==> src/rtl/if_stage.sv <==
// rtl/if_stage.sv - instruction fetch stage: PC owner, in-order imem requests, decode buffer
//
// Ports:
//   clk, rst                       clock, asynchronous active-high reset
//   imem_req_valid/ready/addr      fetch request channel (addr is the PC)
//   imem_resp_valid/data           in-order response words, latency >= 1
//   redirect_valid/target          flush everything and restart fetch at target
//   stall_flag, ds_allowin         decode backpressure; head pops only when allowin && !stall
//   fs_valid/pc/inst/exc_iam       buffer head presented to decode (zeroed when empty)
module if_stage #(
  parameter logic [31:0] RESET_PC = 32'h0000_0000,
  parameter int          DEPTH    = 4
) (
  input  logic        clk,
  input  logic        rst,
  output logic        imem_req_valid,
  input  logic        imem_req_ready,
  output logic [31:0] imem_req_addr,
  input  logic        imem_resp_valid,
  input  logic [31:0] imem_resp_data,
  input  logic        redirect_valid,
  input  logic [31:0] redirect_target,
  input  logic        stall_flag,
  input  logic        ds_allowin,
  output logic        fs_valid,
  output logic [31:0] fs_pc,
  output logic [31:0] fs_inst,
  output logic        fs_exc_iam
);
  localparam int          AW      = $clog2(DEPTH);
  localparam int          CW      = AW + 1;
  localparam logic [CW:0] DEPTH_C = (CW+1)'(DEPTH);
  localparam logic [31:0] NOP     = 32'h0000_0013;

  logic [31:0]    pc;
  logic [31:0]    resp_pc;      // PC of the next non-dropped response
  logic [CW-1:0]  outstanding;
  logic [CW-1:0]  drop;         // stale responses still to be discarded
  logic [CW-1:0]  count;
  logic [AW-1:0]  rd_ptr;
  logic [AW-1:0]  wr_ptr;
  logic           halted;

  logic [31:0]    buf_pc   [DEPTH];
  logic [31:0]    buf_inst [DEPTH];
  logic [DEPTH-1:0] buf_exc;

  logic           aligned;
  logic [CW:0]    credit_used;
  logic           head_valid;
  logic           req_fire;
  logic           resp_ok;
  logic           resp_push;
  logic           exc_push;
  logic           push;
  logic           pop;
  logic [31:0]    push_pc;
  logic [31:0]    push_inst;

  always_comb begin
    aligned     = (pc[1:0] == 2'b00);
    credit_used = {1'b0, outstanding} + {1'b0, count};
    head_valid  = (count != '0);
    // Credit covers both in-flight and buffered words, so the buffer can never overflow.
    imem_req_valid = !rst && !halted && !redirect_valid && (credit_used < DEPTH_C) && aligned;
    req_fire    = imem_req_valid && imem_req_ready;
    // A response with nothing outstanding is a protocol error and is ignored.
    resp_ok     = imem_resp_valid && (outstanding != '0);
    resp_push   = resp_ok && (drop == '0) && !redirect_valid;
    // Misaligned PC: wait for the pipe to drain, then emit one marker entry and halt.
    exc_push    = !halted && !redirect_valid && !aligned && (outstanding == '0) &&
                  (drop == '0) && ({1'b0, count} < DEPTH_C);
    push        = resp_push || exc_push;
    pop         = head_valid && ds_allowin && !stall_flag;
    push_pc     = resp_push ? resp_pc : pc;
    push_inst   = resp_push ? imem_resp_data : NOP;
  end

  assign imem_req_addr = pc;
  assign fs_valid      = head_valid;
  assign fs_pc         = head_valid ? buf_pc[rd_ptr]   : 32'h0;
  assign fs_inst       = head_valid ? buf_inst[rd_ptr] : 32'h0;
  assign fs_exc_iam    = head_valid && buf_exc[rd_ptr];

  always_ff @(posedge clk or posedge rst) begin
    if (rst) begin
      pc          <= RESET_PC;
      resp_pc     <= RESET_PC;
      outstanding <= '0;
      drop        <= '0;
      count       <= '0;
      rd_ptr      <= '0;
      wr_ptr      <= '0;
      halted      <= 1'b0;
    end else if (redirect_valid) begin
      // Everything still in flight after this cycle belongs to the old path.
      pc          <= redirect_target;
      resp_pc     <= redirect_target;
      outstanding <= outstanding - CW'(resp_ok);
      drop        <= outstanding - CW'(resp_ok);
      count       <= '0;
      rd_ptr      <= '0;
      wr_ptr      <= '0;
      halted      <= 1'b0;
    end else begin
      if (req_fire)  pc      <= pc + 32'd4;
      if (resp_push) resp_pc <= resp_pc + 32'd4;
      outstanding <= outstanding + CW'(req_fire) - CW'(resp_ok);
      if (resp_ok && (drop != '0)) drop <= drop - CW'(1);
      count <= count + CW'(push) - CW'(pop);
      if (push) wr_ptr <= wr_ptr + AW'(1);
      if (pop)  rd_ptr <= rd_ptr + AW'(1);
      if (exc_push) halted <= 1'b1;
    end
  end

  always_ff @(posedge clk) begin
    if (push) begin
      buf_pc[wr_ptr]   <= push_pc;
      buf_inst[wr_ptr] <= push_inst;
      buf_exc[wr_ptr]  <= exc_push;
    end
  end

  always_ff @(posedge clk) begin
    if (!rst) begin
      a_resp_tracked: assert (!(imem_resp_valid && (outstanding == '0)));
    end
  end
endmodule

==> config.mk <==
export PLATFORM = sky130hd
export DESIGN_NAME = if_stage
export DESIGN_NICKNAME = d
export VERILOG_FILES = /design/src/rtl/if_stage.sv
export SDC_FILE = /design/constraint.sdc
export NUM_CORES = 1
export LEC_CHECK = 0
export ABC_AREA = 0
export BUFFER_PORTS_ARGS = -buffer_cell sky130_fd_sc_hd__buf_2
export CORE_MARGIN = 2
export CORE_UTILIZATION = 39
export CTS_CLUSTER_SIZE = 12
export DETAILED_ROUTE_END_ITERATION = 10
export GPL_ROUTABILITY_DRIVEN = 1
export PLACE_DENSITY = 0.58
export REMOVE_ABC_BUFFERS = 1
export SLEW_MARGIN = 20
export SYNTH_ARGS = -nofsm -noshare
export SYNTH_HDL_FRONTEND = slang
export SYNTH_SLANG_ARGS = --single-unit
==> constraint.sdc <==
create_clock -name clk -period 6.1 [get_ports clk]
set_clock_uncertainty 0.1 [all_clocks]
set_input_delay 1.22 -clock clk [delete_from_list [all_inputs] [get_ports clk]]
set_output_delay 1.22 -clock clk [all_outputs]
set_load 0.01 [all_outputs]
======== Yosys cells after proc, flatten, opt, wreduce, memory -nomap -nowiden ========
Memory sizes are Yosys's and may differ from the RTL's.
Index checks and enable logic that the tools add are counted.
Widths: inputs -> output; s select.
storage, ports and cells
  word-level logic and storage cells ...... 88
  memories ................................ 2
  bits of input ports ..................... 71
  memory bits (writable) .................. 256
  flip-flop bits (word level) ............. 82
memory list
  name      depth  width  read ports  clocked after Yosys merged registers in  wr ports  RTL line  RTL
  buf_inst  4      32     1           0                                        1         45        logic [31:0] buf_inst [DEPTH];
  buf_pc    4      32     1           0                                        1         44        logic [31:0] buf_pc [DEPTH];
operators by class
  reduce and logical (&&, ||, !) cells .... 36
  multiplexer cells ....................... 25
  $add $sub $neg .......................... 11
  order comparisons ....................... 5
operators by type and width
  kind                   number
  $mux 32                8
  $add 32x3->32 const B  2
  $logic_and 1x1->1      18
  $mux 3                 4
  $reduce_bool 2->1      6
  $reduce_bool 3->1      3
  $sub 3x1->3            3
  $mux 2                 4
  $add 3x1->3            2
  $logic_not 3->1        2
  $lt 2x3->1 const B     2
  $mux 1                 6
  $logic_not 1->1        5
  $add 2x1->2 const B    2
  $add 3x3->4            1
  $bwmux 4               1
  $lt 4x3->1 const B     1
  $lt 3x3->1 const B     1
  $sub 3x1->3 const B    1
  $bmux 1 s2             1
  $demux 1 s2            1
  $ge 2x1->1 const B     1
  $logic_not 2->1        1
  $logic_or 1x1->1       1

======== Depth between registers and ports, before layout ========
Gate-level depths: netlist of run 1.
  depth in word-level cells ............... 10
  mapped depth ............................ 13
  mapped depth without buffers ............ 13

======== Worst setup path after synthesis of run 1 ========
No wires, ideal clock.
  path type ............................... in2reg
  start point ............................. in imem_resp_valid
  end point ............................... reg buf_exc[0], enable pin
  stages on the path ...................... 4
  data arrival time ....................... 3388 ps
  path slack .............................. 2182 ps
  library setup time ...................... 430 ps
  data required time ...................... 5570 ps
  cells stage by stage .................... and3b_1 > nand2_1 > a21oi_1 > and2_1
on the way
  longest elaborated chain between the ends .. 4
RTL lines
  what                             RTL line  RTL
  start: declaration               19        input logic imem_resp_valid,
  $logic_and 1x1->1                68        resp_ok = imem_resp_valid && (outstanding != '0);
  $logic_and 1x1->1 (2 in series)  69        resp_push = resp_ok && (drop == '0) && !redirect_valid;
  $logic_or 1x1->1                 73        push = resp_push || exc_push;
  end signal: indexed assignment   121       buf_exc[wr_ptr] <= exc_push;
  end: declaration                 46        logic [DEPTH-1:0] buf_exc;
No other way between the ends.
A chain may end at the register's enable or synchronous reset.

======== Worst setup path in the final report of run 1 ========
  start point ............................. reg rd_ptr[0]
  end point ............................... out fs_pc[7]
on the way
  longest elaborated chain between the ends .. 2
RTL lines
  what                      RTL line  RTL
  start: declaration        40        logic [AW-1:0] rd_ptr;
  start signal: assignment  112       if (pop) rd_ptr <= rd_ptr + AW'(1);
  $mem_v2 4x32              --
  $mux 32                   81        assign fs_pc = head_valid ? buf_pc[rd_ptr] : 32'h0;
  end: declaration          26        output logic [31:0] fs_pc,
No other way between the ends.

==> reports/metrics.csv, run 1 <==
stage;metric;value;unit
run_status;status;finished, final reports clean;
cts;# resized after CTS;0;
critical_path;critical path startpoint category;flop;
power_and_ir_drop;sw frac;28.12;%
synth;post-synthesis register bit count;338;
synth;Primary FF master, synth;edfxtp_1;
synth;top cells by area, synth;edfxtp_1 52%, dfrtp_1 13%, mux4_2 9.8%, and2_1 4.5%, mux2_2 2.9%;
floorplanning;die area;39720;um2
routing;Final ANT Viol Nets;0;
critical_path;CP arrival;2.85;ns
power_and_ir_drop;peak supply drop;0.0006049;V
sta;Final Cycle Share;68.40;%
cts;clk sinks;338;
cells_and_area;commonest cells after routing, fill and taps aside;260 x edfxtp_1, 169 x buf_2, 103 x and2_1;
power_and_ir_drop;Internal;0.004265;W
synth;FFs w/ async S/R, synth;23.08;%
sta;Max Fclk;0.2397;GHz
sta;Final Setup Violations;0;
power_and_ir_drop;NetSw;0.001668;W
synth;Post-synth EDFFs;260;
sta;Final Hold Viols;0;
routing;Detailed Route WL;34540;um
cts;later-pin clock latency in the skew report;0.51;ns
cts;CTS clk-pin slew, worst paths;0.06;ns
routing;wire length on met1;15860;um
routing;DR WL met3;1640;um
placed_design;dpl hpwl;21960;um
synth;Synth warnings;0;
synth;Avg Cell Area, Syn;15.10;um2
cts;# H-tree levels;2;
sta;Max transition margin;28.69;%
placed_design;Cells after DPL;1624;
floorplanning;initial core utilization;39.59;%
critical_path;CP Class;flop to primary output;
critical_path;worst stage delay on the critical path;0.94;ns
global_route;vias in the first global route;8716;
global_route;largest net degree at the start of global routing;70;
synth;synthesized instance count;985;
synth;Synth top area share;52.48;%
cells_and_area;fin cells;1684;
cts;Post-CTS Setup Inserts;0;
cts;Clock Tree Buf Depth;3;
power_and_ir_drop;Clk network pwr share;32.6;%
global_route;GRT Util Overall;17.60;%
cells_and_area;commonest non-fill, non-tap cell in the layout;edfxtp_1;
routing;TritonRoute pass-1 iters;4;
routing;Top Layer Used;met5;
placed_design;routability cong.;0.7714;
critical_path;CP max FO;37;
power_and_ir_drop;Pwr Density;343.5;nW/um2
flow_run;max_cap viols;0;
synth;register area share after synthesis;65.60;%
critical_path;CP Data Required Time;4.78;ns
cells_and_area;fillers;3348;
cts;TritonCTS buffer count;36;
routing;DRT iter0 DRCs;424;
synth;area leader, netlist;edfxtp_1;
sta;RSZ-0062 raised after global routing;false;
sta;TNS Setup;0;ns
routing;metal2 WL;16660;um
cts;CTS tree;yes;
routing;Residual DRC;0;
floorplanning;boundary pin count;170;
sta;actual slew at the worst max-slew pin;1.070;ns
routing;Via density;5.139;
cts;cts hold-fix bufs;0;
critical_path;critical path endpoint category;primary output;
cells_and_area;nets;1240;
global_route;first-pass GRT wire length;52320;um
placed_design;number of buffers added on ports;169;
power_and_ir_drop;LEAKAGE;6.398;nW
routing;routed vias;8654;
cts;CTS root buf;clkbuf_16;
critical_path;CP cell instances;buf_4 > mux4_2 > and2_1 > buf_2;
routing;routed len/inst;20.51;um
global_route;Congestion Overflow GR;0;
floorplanning;Rows;71;
critical_path;Slowest cell on crit path;dfrtp_4;
power_and_ir_drop;Comb power frac;20.3;%
power_and_ir_drop;Sequential Power Share;47.1;%
global_route;antenna violations before repair;2;
floorplanning;CORE AREA;37580;um2
hold_path;class of the worst hold path;flop to flop;
cells_and_area;Area Overhead vs Synth;16.12;%
synth;Syn Std Cell Area;14880;um2
cells_and_area;share of cells above drive strength 1;28.92;%
sta;Final Max Tran Viols;0;
synth;Unique masters post-synth;44;
floorplanning;Die Span Y;199.3;um
sta;Tmin final;4.173;ns
floorplanning;Die W;199.3;um
power by group through the flow:
stage	clock, W	sequential [W]	combinational (W)
floorplan	0	0.00282	0.000726
global placement	0	0.00284	0.00124
detailed placement	0	0.00284	0.00125
CTS	0.00197	0.00280	0.00126
global route	0.00207	0.00281	0.00136
finish	0.00193	0.00279	0.00121
stage by stage:
step                      power [W]  setup WS [ns]  area, um2  hold slack [ns]  utilization, %
after floorplan            0.003545          1.304      14660           0.3973               -
after global placement     0.004080          1.933      16260           0.4217           43.26
after detailed placement   0.004090          1.881      16260           0.4271           43.26
after CTS                  0.006027          1.793      17270           0.4353           45.97
after global routing       0.006239          1.703      17270           0.4495           45.97
final                      0.005934          1.927      17280           0.4425           45.97
cell usage after synthesis, drive strengths merged, types with 3 or more instances:
library cell and n:
edfxtp 260, o211ai 20, buf 17, and4 4, ha 16, or4 3
xor2 13, mux2 38, mux4 65, nor3 11, nand3 34, dfrtp 78
clkbuf 35, a21oi 8, a21boi 4, o311ai 4, inv 28, nand2b 3
and3 7, xnor2 31, or3 8, nor2 33, nand2 63, nor2b 3
o21ai 39, mux2i 6, and2 107, nor4 12, nand4 21
path summary, 6_finish.rpt:
kind | from | to | slack (ns) | depth (start not counted)
max | rd_ptr[0] | fs_pc[7] | 1.93 | 4
min | halted | halted | 0.44 | 2
max reg2reg | outstanding[2] | outstanding[2] | 2.58 | 12
min reg2reg | halted | halted | 0.44 | 2
max in group asynchronous | rst | rd_ptr[0] | 4.03 | 3
min in group asynchronous | rst | imem_req_addr[5] | 0.71 | 2
kinds of logic after synthesis:
kind of cell | share of synthesized area (%)
flops | 65.60
simple gates | 11.61
mux | 13.12
buf+inv | 2.170
compound gates | 3.288
xor+xnor | 2.590
fa+ha+maj | 1.615
worst max-delay path, delay by kind of cell (launching register included):
family        cells  cell delay (ns)
simple gates      1             0.22
buf+inv           2             0.64
mux               1             0.54
flops             1             0.94
state kept, by name, summed over array words and instances, names as in the netlist, 2 cells and up:
name and cells:
resp_pc 32, buf_inst 128, outstanding 3, count 3, buf_pc 128, rd_ptr 2
buf_exc 4, wr_ptr 2, drop 3, imem_req_addr 32
metal layers:
layer  track usage, %  vias up
met2            28.64      180
met3            3.072       31
met5                0        -
met1            25.03     4384
met4            3.400        2
li1                 -     4057
layout make-up:
| type | count | area [um2] | share of cell area [%] |
|---|---|---|---|
| diodes | 1 | 2.502 | 0.01449 |
| clock buffers | 51 | 978.4 | 5.664 |
| clock inverters | 8 | 37.54 | 0.2173 |
| inverters | 29 | 108.9 | 0.6301 |
| multi-input cells | 566 | 4813 | 27.86 |
| flip-flops and latches | 338 | 9767 | 56.54 |
| well taps | 511 | 639.4 | 3.701 |
| repair buffers | 180 | 928.4 | 5.374 |
(Power assumes the default switching activity.)
==> inputs of run 2 (changes only) <==
PLACE_DENSITY = 0.6   (was 0.58)
clock period = 3.4 ns   (was 6.1 ns; I/O delays follow)
==> run 2 against run 1 <==
Wire length increased by 1.8%. Clock power grew 95%. Via count up 2.3%. Largest power group unchanged. Die area did not move.
==> reports/metrics.csv, run 2 (same netlist as run 1, synthesis figures left out) <==
stage;metric;value;unit
run_status;status;finished, final reports clean;
floorplanning;Rows;71;
power_and_ir_drop;LEAKAGE;6.572;nW
global_route;antenna violations before repair;2;
sta;actual slew at the worst max-slew pin;0.9578;ns
floorplanning;die area;39720;um2
critical_path;flop-to-flop setup slack;0.41;ns
sta;final setup margin;0.2592;ns
placed_design;placed cell areas;16530;um2
sta;Final Cycle Share;92.38;%
cts;clk sinks;338;
cells_and_area;nets;1257;
critical_path;CP arrival;2.36;ns
cells_and_area;design area;17680;um2
cts;TritonCTS buffer count;37;
floorplanning;CORE AREA;37580;um2
power_and_ir_drop;Clk network pwr share;34.3;%
floorplanning;Die Span Y;199.3;um
placed_design;routability cong.;0.7903;
global_route;first-pass GRT wire length;54250;um
cts;later-pin clock latency in the skew report;0.52;ns
power_and_ir_drop;NetSw;0.003075;W
routing;Detailed Route WL;35160;um
placed_design;dpl hpwl;23360;um
sta;Max Fclk;0.3184;GHz
power_and_ir_drop;Comb power frac;20.6;%
cts;cts hold-fix bufs;0;
cells_and_area;Multi-input gate area;4817;um2
placed_design;number of buffers added on ports;169;
global_route;largest net degree at the start of global routing;67;
placed_design;Place WS;0.3104;ns
cells_and_area;fillers;3380;
cells_and_area;FF+latch area;9767;um2
routing;TritonRoute pass-1 iters;5;
routing;Via density;5.180;
cells_and_area;Top Registers;buf_inst x128, buf_pc x128;
critical_path;worst stage delay on the critical path;0.64;ns
power_and_ir_drop;Pwr Density;622.3;nW/um2
sta;RSZ-0062 raised after global routing;false;
cells_and_area;Area Overhead vs Synth;18.83;%
cts;CTS clk-pin slew, worst paths;0.06;ns
cts;CTS tree;yes;
critical_path;critical path startpoint category;flop;
sta;Final Setup Violations;0;
sta;Max transition margin;35.91;%
critical_path;CP Data Required Time;2.62;ns
cts;CTS root buf;clkbuf_16;
power_and_ir_drop;peak supply drop;0.0008185;V
sta;Fin Hold WS;0.09090;ns
routing;DRT iter0 DRCs;488;
power_and_ir_drop;Internal;0.007926;W
sta;Final Max Tran Viols;0;
critical_path;R2R cell count;13;
cells_and_area;commonest cells after routing, fill and taps aside;260 x edfxtp_1, 169 x buf_2, 103 x and2_1;
critical_path;origin of the worst setup path;rd_ptr[0];
floorplanning;boundary pin count;170;
routing;Residual DRC;0;
critical_path;worst setup path endpoint;fs_pc[29];
floorplanning;initial core utilization;39.59;%
critical_path;worst r2r src;drop[0];
flow_run;max_cap viols;0;
floorplanning;Die W;199.3;um
critical_path;critical path endpoint category;primary output;
critical_path;RR Endpoint;count[2];
routing;Final ANT Viol Nets;0;
hold_path;class of the worst hold path;primary input to asynchronous set/reset pin;
global_route;Congestion Overflow GR;0;
power_and_ir_drop;Sequential Power Share;45.1;%
critical_path;CP Class;flop to primary output;
critical_path;Slowest cell on crit path;dfrtp_4;
cells_and_area;commonest non-fill, non-tap cell in the layout;edfxtp_1;
global_route;vias in the first global route;9089;
critical_path;CP max FO;29;
power_and_ir_drop;sw frac;27.95;%
power_and_ir_drop;Final Power;0.01100;W
global_route;GRT Util Overall;18.17;%
cts;# H-tree levels;2;
cells_and_area;Final Core Density;47.04;%
sta;Tmin final;3.141;ns
cts;Clock Tree Buf Depth;3;
critical_path;CP cell instances;buf_12 > mux4_2 > and2_1 > buf_2;
sta;Final Hold Viols;0;
cells_and_area;share of cells above drive strength 1;30.29;%
routing;routed len/inst;20.57;um
routing;routed vias;8853;
run 2: final cells by class:
type                       instances  area share [%]
antenna                            3         0.04247
inverter                          29          0.6158
timing repair buffer             196           6.780
clock inverter                    12          0.4954
tap                              511           3.617
sequential                       338           55.25
multi-input combinational        566           27.25
clock buffer                      54           5.952
run 2: metrics by stage:
| stage | std cells | TNS, ns |
|---|---|---|
| finish | 1709 | 0 |
| global route | 1706 | 0 |
| CTS | 1706 | 0 |
| detailed placement | 1640 | 0 |
| global placement | 1640 | 0 |
| floorplan | 933 | -135.06 |
run 2: power groups by stage:
stage               Clock [W]  Sequential, W  Combinational, W
finish                0.00377        0.00497           0.00227
global route          0.00401        0.00500           0.00255
CTS                   0.00386        0.00497           0.00235
detailed placement          0        0.00505           0.00234
global placement            0        0.00504           0.00231
floorplan                   0        0.00506           0.00130
run 2: worst min-delay path by stage:
stage	from	endpoint	slack [ns]	cells after the start
after floorplan	resp_pc[1]	resp_pc[1]	0.40	2
after global placement	resp_pc[1]	resp_pc[1]	0.41	2
after detailed placement	drop[1]	drop[1]	0.43	2
after CTS	rst	imem_req_addr[7]	0.09	2
after global routing	rst	imem_req_addr[7]	0.12	2
final	rst	imem_req_addr[7]	0.09	2
run 2: routing by layer:
metal | track usage (%) | vias to the layer above | part of all wire, %
li1 | - | 4088 | -
met1 | 25.82 | 4482 | 46
met2 | 29.66 | 241 | 48
met3 | 2.954 | 42 | 4.6
met4 | 3.704 | 0 | 1.4
met5 | 0 | - | 0
run 2: worst max-delay path, delay by kind of cell, from the launching register on:
kind	cells	cell delay (ns)
buf+inv	2	0.44
flops	1	0.64
mux	1	0.53
simple gates	1	0.20
run 2: repair_timing:
action,4_1_cts,5_1_grt
resized for setup,0,1
setup buffers,0,0
hold endpoints to repair,0,0
setup endpoints to repair,0,1
